--- config.mk ---
export PLATFORM = sky130hd
export DESIGN_NAME = bird_update
export DESIGN_NICKNAME = d
export VERILOG_FILES = /design/src/rtl/bird_update.sv
export SDC_FILE = /design/constraint.sdc
export NUM_CORES = 1
export LEC_CHECK = 0
export CORE_UTILIZATION = 41
export CTS_BUF_LIST = sky130_fd_sc_hd__clkbuf_2 sky130_fd_sc_hd__clkbuf_4 sky130_fd_sc_hd__clkbuf_8
export CTS_CLUSTER_DIAMETER = 100
export DETAILED_ROUTE_END_ITERATION = 8
export SLEW_MARGIN = 10
export SYNTH_ARGS = -nofsm -noshare
export SYNTH_HDL_FRONTEND = slang
export SYNTH_SLANG_ARGS = --single-unit
--- constraint.sdc ---
create_clock -name clk -period 3.3 [get_ports clk]
set_input_delay 0.495 -clock clk [delete_from_list [all_inputs] [get_ports clk]]
set_output_delay 0.495 -clock clk [all_outputs]
set_load 0.02 [all_outputs]
--- src/rtl/bird_update.sv ---
// Bird physics stage: flap/gravity velocity step and clamped position update.
// Optional BIRD_PIXEL_EN adds a combinational bird sprite hit test.
module bird_update #(
   parameter int START_Y  = 240,
   parameter int TOP_Y    = 0,
   parameter int FLOOR_Y  = 440,
   parameter int GRAVITY  = 1,
   parameter int FLAP_V   = 8,
   parameter int MAX_FALL = 10,
   parameter int TICK_DIV = 833333
`ifdef BIRD_PIXEL_EN
   ,
   parameter int BIRD_X   = 160,
   parameter int BIRD_W   = 34,
   parameter int BIRD_H   = 24
`endif
) (
   input  logic       clk,
   input  logic       resetGame_n,
   input  logic       press,
   input  logic       update_bird,
   output logic       birdfinish,
   output logic [8:0] bird_y,
   output logic [7:0] bird_vel,
   output logic       on_ground
`ifdef BIRD_PIXEL_EN
   ,
   input  logic [9:0] x,
   input  logic [8:0] y,
   output logic       bird_pixel
`endif
);

   localparam int CW = $clog2(TICK_DIV);
   localparam logic [CW-1:0] LAST = CW'(TICK_DIV - 1);
   localparam logic signed [8:0] GRAV9 = 9'(GRAVITY);
   localparam logic signed [8:0] MAXF9 = 9'(MAX_FALL);
   localparam logic signed [7:0] FLAPV = 8'(-FLAP_V);
   localparam logic signed [10:0] TOP11 = 11'(TOP_Y);
   localparam logic signed [10:0] FLR11 = 11'(FLOOR_Y);
   localparam logic [8:0] TOP9 = 9'(TOP_Y);
   localparam logic [8:0] FLR9 = 9'(FLOOR_Y);
   localparam logic [8:0] START9 = 9'(START_Y);

   typedef enum logic [2:0] {
      S_IDLE,
      S_VEL,
      S_POS,
      S_DONE,
      S_WAIT
   } state_t;

   state_t state_q, state_d;
   logic [CW-1:0] tick_cnt_q, tick_cnt_d;
   logic tick_pend_q, tick_pend_d;
   logic flap_pend_q, flap_pend_d;
   logic press_q;
   logic [8:0] bird_y_q, bird_y_d;
   logic [7:0] bird_vel_q, bird_vel_d;
   logic on_ground_q, on_ground_d;

   logic wrap;
   logic consume;
   logic press_edge;
   logic signed [8:0] v9;
   logic signed [10:0] sum;

   assign wrap = (tick_cnt_q == LAST);
   assign press_edge = press & ~press_q;
   assign v9 = $signed({bird_vel_q[7], bird_vel_q}) + GRAV9;
   assign sum = $signed({2'b00, bird_y_q})
              + $signed({{3{bird_vel_q[7]}}, bird_vel_q});

   // Tick divider and pending-event flags; a new event beats consumption.
   always_comb begin
      tick_cnt_d = wrap ? '0 : tick_cnt_q + CW'(1);
      tick_pend_d = wrap | (tick_pend_q & ~consume);
      flap_pend_d = press_edge | (flap_pend_q & ~consume);
   end

   // Next-state logic for the update handshake FSM.
   always_comb begin
      state_d = state_q;
      consume = 1'b0;
      unique case (state_q)
         S_IDLE: begin
            if (update_bird)
               state_d = tick_pend_q ? S_VEL : S_DONE;
         end
         S_VEL: begin
            consume = 1'b1;
            state_d = S_POS;
         end
         S_POS:  state_d = S_DONE;
         S_DONE: state_d = S_WAIT;
         S_WAIT: begin
            if (!update_bird)
               state_d = S_IDLE;
         end
         default: state_d = S_IDLE;
      endcase
   end

   // Physics datapath: velocity in S_VEL, clamped position in S_POS.
   always_comb begin
      bird_vel_d = bird_vel_q;
      bird_y_d = bird_y_q;
      on_ground_d = on_ground_q;
      if (state_q == S_VEL) begin
         if (flap_pend_q)
            bird_vel_d = FLAPV;
         else if (v9 > MAXF9)
            bird_vel_d = MAXF9[7:0];
         else
            bird_vel_d = v9[7:0];
      end
      if (state_q == S_POS) begin
         if (sum < TOP11) begin
            bird_y_d = TOP9;
            bird_vel_d = '0;
         end else if (sum >= FLR11) begin
            bird_y_d = FLR9;
            bird_vel_d = '0;
         end else begin
            bird_y_d = sum[8:0];
         end
         on_ground_d = (bird_y_d == FLR9);
      end
   end

   // State and datapath registers.
   always_ff @(posedge clk or negedge resetGame_n) begin
      if (!resetGame_n) begin
         state_q <= S_IDLE;
         tick_cnt_q <= '0;
         tick_pend_q <= 1'b0;
         flap_pend_q <= 1'b0;
         press_q <= 1'b0;
         bird_y_q <= START9;
         bird_vel_q <= '0;
         on_ground_q <= 1'b0;
      end else begin
         state_q <= state_d;
         tick_cnt_q <= tick_cnt_d;
         tick_pend_q <= tick_pend_d;
         flap_pend_q <= flap_pend_d;
         press_q <= press;
         bird_y_q <= bird_y_d;
         bird_vel_q <= bird_vel_d;
         on_ground_q <= on_ground_d;
      end
   end

   assign birdfinish = (state_q == S_DONE);
   assign bird_y = bird_y_q;
   assign bird_vel = bird_vel_q;
   assign on_ground = on_ground_q;

`ifdef BIRD_PIXEL_EN
   localparam logic [10:0] XL = 11'(BIRD_X);
   localparam logic [10:0] XH = 11'(BIRD_X + BIRD_W);
   localparam logic [9:0] BH = 10'(BIRD_H);

   logic [9:0] ytop;
   logic [9:0] ybot;

   assign ytop = {1'b0, bird_y_q};
   assign ybot = ytop + BH;
   assign bird_pixel = ({1'b0, x} >= XL) && ({1'b0, x} < XH)
                    && ({1'b0, y} >= ytop) && ({1'b0, y} < ybot);
`endif

endmodule

==> flow_summary_export.csv <==
group,metric,value,unit
logic_synthesis,synth.avg_cell_area,9.462,sq um
detailed_routing,drtPass1Iterations,9,
logic_synthesis,synth_top_family_by_area,"simple AND/OR/NAND/NOR gates",
global_route,grtUsageTotal,0.1774,
detailed_routing,wl_per_cell,14.70,microns
clocking,cts_hold_buf,0,
logic_synthesis,syn_nets,314,
clocking,cts_sinks,44,
floorplan,start_util,0.4322,
global_route,overflow,0,
detailed_routing,drtIter0Drc,102,
worst_setup_path,r2r_cells,9,
global_route,first_global_vias,2045,
timing,finClkSkew,9.740,ps
clocking,numCtsBuffers,5,
logic_synthesis,synth_top_area_frac,0.3586,
detailed_routing,routed_wl,5.834,mm
floorplan,die_h,84.51,microns
worst_setup_path,worst-path-buf-inv,0,
timing,drv_slew,0,
timing,setup_viol,0,
worst_setup_path,path_cells,"ha_1 -> fa_1 -> a211oi_1 -> o21bai_1 -> a31oi_1 -> mux2i_1 -> xnor2_2 -> nand3_4 -> a221oi_2",
logic_synthesis,ys_warn_count,0,
clocking,clockBufferDepth,2,
logic_synthesis,ys.flop_type,"dfrtp_1",
clocking,cts_root_buf,"clkbuf_8",
logic_synthesis,synth.distinct_cells,55,
place,port-buffer-count,22,
detailed_routing,drcViolationCount,3,
pwr,leakagePower,1.409,nW
worst_setup_path,critical_path.endpoint_type,"flop",
timing,fin_tns_setup,0,ps
pwr,p_per_area,893.3,nW/um^2
logic_synthesis,ys_seq_area_frac,0.3962,
logic_synthesis,synth-compound-area-share,0.1847,
timing,worstMarginPinSlew,995.9,ps
worst_setup_path,path_depth,9,
worst_setup_path,crit_arrival,3260,ps
worst_setup_path,r2r-end,"bird_vel[3]$_DFF_PN0_",
clocking,post_cts_buffers,0,
worst_setup_path,crit_family,"compound AO/OA/AOI/OAI gates",
logic_synthesis,yosys-top-cells-area,"dfrtp_1 (36%), ha_1 (6.3%), xor2_1 (4.7%), nand2_1 (4.2%), nor2_1 (3.9%)",
floorplan,fp-row-count,29,
worst_setup_path,slowest_stage,"dfrtp_1",
logic_synthesis,yosys.area_share.adder,0.06992,
logic_synthesis,syn-cell-area,2791,sq um
min_path,hold_class,"in2async",
worst_setup_path,worstPathMaxFanout,12,
final_layout,nNetsFinal,338,
worst_setup_path,crit_required,3520,ps
pwr,totalPowerFinal,0.002830,W
logic_synthesis,synth_top_cell_by_area,"dfrtp_1",
detailed_routing,ant_nets,0,
clocking,htreeDepth,2,
clocking,cts_tree,"yes",
timing,rsz0062_at_grt,"no",
timing,final-hold-violation-count,0,
flow_run,drv_cap,0,
floorplan,fp.dieW,84.51,microns
place,globalplace.congestion,0.8760,
outcome,violations,"DRC",
timing,fin_crit,3037,ps
logic_synthesis,synthSimpleGateAreaFrac,0.2062,
outcome,status,"complete, but fails checks",
worst_setup_path,worstSetupStartpointType,"flop",
clocking,worst_skew_pair.late_latency,300,ps
logic_synthesis,synth_seq_cells,44,
logic_synthesis,async_reset_ff_frac,1.000,
final_layout,n_antenna_cell,0,
floorplan,dieArea,7142,sq um
pwr,vdd_drop_max,446.7,uV
timing,max_freq,0.3293,GHz
logic_synthesis,synthCells,295,
logic_synthesis,synthMuxAreaShare,0.01121,
floorplan,core_area,6459,sq um
global_route,grt_pass1_wl,9.991,mm
floorplan,ioPinCount,23,
worst_setup_path,crit_end,"bird_vel[3]$_DFF_PN0_",
timing,max-slew-margin-rel,0.3361,
logic_synthesis,synth_edf_count,0,
logic_synthesis,synth_xor_area_frac,0.1004,
final_layout,area_growth,13.49,%
global_route,grt_max_degree,45,
worst_setup_path,critPathKind,"reg2reg",
worst_setup_path,worstReg2RegStart,"bird_vel[0]$_DFF_PN0_",
worst_setup_path,crit_start,"bird_vel[0]$_DFF_PN0_",
detailed_routing,viasPerCell,5.501,
clocking,clkTransAtPathRegs,90,ps
global_route,antenna_found_initial,0,
place,dp_hpwl,4.125,mm
detailed_routing,via_count,2184,
final_layout,drive_above_1_share,0.1125,
timing,min_period_over_period,0.9203,
worst_setup_path,cpPeakStageDelay,490,ps
clocking,ctsResizeCount,0,
worst_setup_path,rrSetupSlack,260,ps
==> worst min path at each step <==
| stage | start | end | slack (ps) | depth (start not counted) |
|---|---|---|---|---|
| after global placement | press_q$_DFF_PN0_ | flap_pend_q$_DFF_PN0_ | 400 | 1 |
| after floorplan | resetGame_n | bird_vel[0]$_DFF_PN0_ | 200 | 0 |
| after detailed placement | press_q$_DFF_PN0_ | flap_pend_q$_DFF_PN0_ | 420 | 1 |
| final | resetGame_n | bird_vel[1]$_DFF_PN0_ | 350 | 1 |
| after global routing | press_q$_DFF_PN0_ | flap_pend_q$_DFF_PN0_ | 440 | 1 |
| after CTS | resetGame_n | press_q$_DFF_PN0_ | 400 | 1 |
==> routing by layer <==
metal	track usage	share of wire	wire length, microns
met3	0.03540	0.034	196
met4	0.05085	0.012	70
met2	0.2705	0.44	2561
met1	0.2564	0.52	3005
met5	0	0	0
==> registers in the layout, indices dropped and copies added, names as in the netlist <==
register,cells
flap_pend_q,1
on_ground,1
state_q,3
bird_vel,8
tick_pend_q,1
press_q,1
bird_y,9
tick_cnt_q,20
==> cell usage in the layout (no fill, tap or decap), types with 7 or more instances in the layout <==
cell             netlist  final
and3_1                 8      8
xnor2_1               12     12
ha_1                  14     14
xor2_1                15     15
clkdlybuf4s50_1        0     21
nor2_1                29     29
o21ai_0               10     10
nand3_1               18     18
inv_1                 12     12
nand2_1               31     31
a21oi_1               14     14
nor3_1                 7      7
dfrtp_1               40     40
==> cell usage after synthesis, types with 3 or more instances <==
master     n
inv_1     12
clkbuf_1   6
a31oi_1    4
nor2_1    29
a21o_1     3
nand4_1    3
ha_1      14
nand2_1   31
nand3_1   18
and3_1     8
a21oi_1   14
o21ai_0   10
dfrtp_1   40
and2_1     4
xor2_1    15
nor3_1     7
o21ai_1    3
a22oi_2    5
a22o_1     4
o21bai_1   3
dfstp_2    4
xnor2_1   12
==> area by class of cell <==
| cell class | instances | area [sq um] |
|---|---|---|
| Clock buffer | 7 | 83.83 |
| Fill cell | 612 | 3291 |
| Inverter | 12 | 45.04 |
| Sequential cell | 44 | 1106 |
| Multi-Input combinational cell | 232 | 1598 |
| Tap cell | 77 | 96.34 |
| Timing Repair Buffer | 24 | 230.2 |
| Clock inverter | 1 | 8.758 |
==> worst register-to-register path, stage by stage (launching register included) <==
cell      delay [ps]
dfrtp_1          490
ha_1             280
fa_1             440
a211oi_1         320
o21bai_1         150
a31oi_1          220
mux2i_1          290
xnor2_2          180
nand3_4          260
a221oi_2         330
==> cells by family (layout without fill, tap and decap cells) <==
logic type,Yosys count,in the layout
flops,44,44
mux,3,3
simple gates,116,116
fa+ha+maj,15,15
xor+xnor,29,29
buf+inv,19,44
compound gates,69,69
==> power breakdown <==
part           total (W)  switching, W  internal, W
logic            0.00164      0.000957     0.000687
clock network   0.000357      0.000189     0.000168
registers       0.000830      0.000164     0.000665
==> stage by stage <==
stage          worst slack (ps)    util  instances  cell area, sq um  hold slack (ps)
5_1_grt                   18.09  0.4905        397              3168            438.4
6_report                  263.1  0.4905        397              3168            352.4
3_5_place_dp              289.7  0.4762        389              3075            417.4
2_1_floorplan             500.0       -        295              2791            199.4
3_3_place_gp              359.2  0.4762        389              3075            402.2
4_1_cts                   267.8  0.4905        397              3168            399.9
No activity file was read; power rests on OpenSTA's default activity.
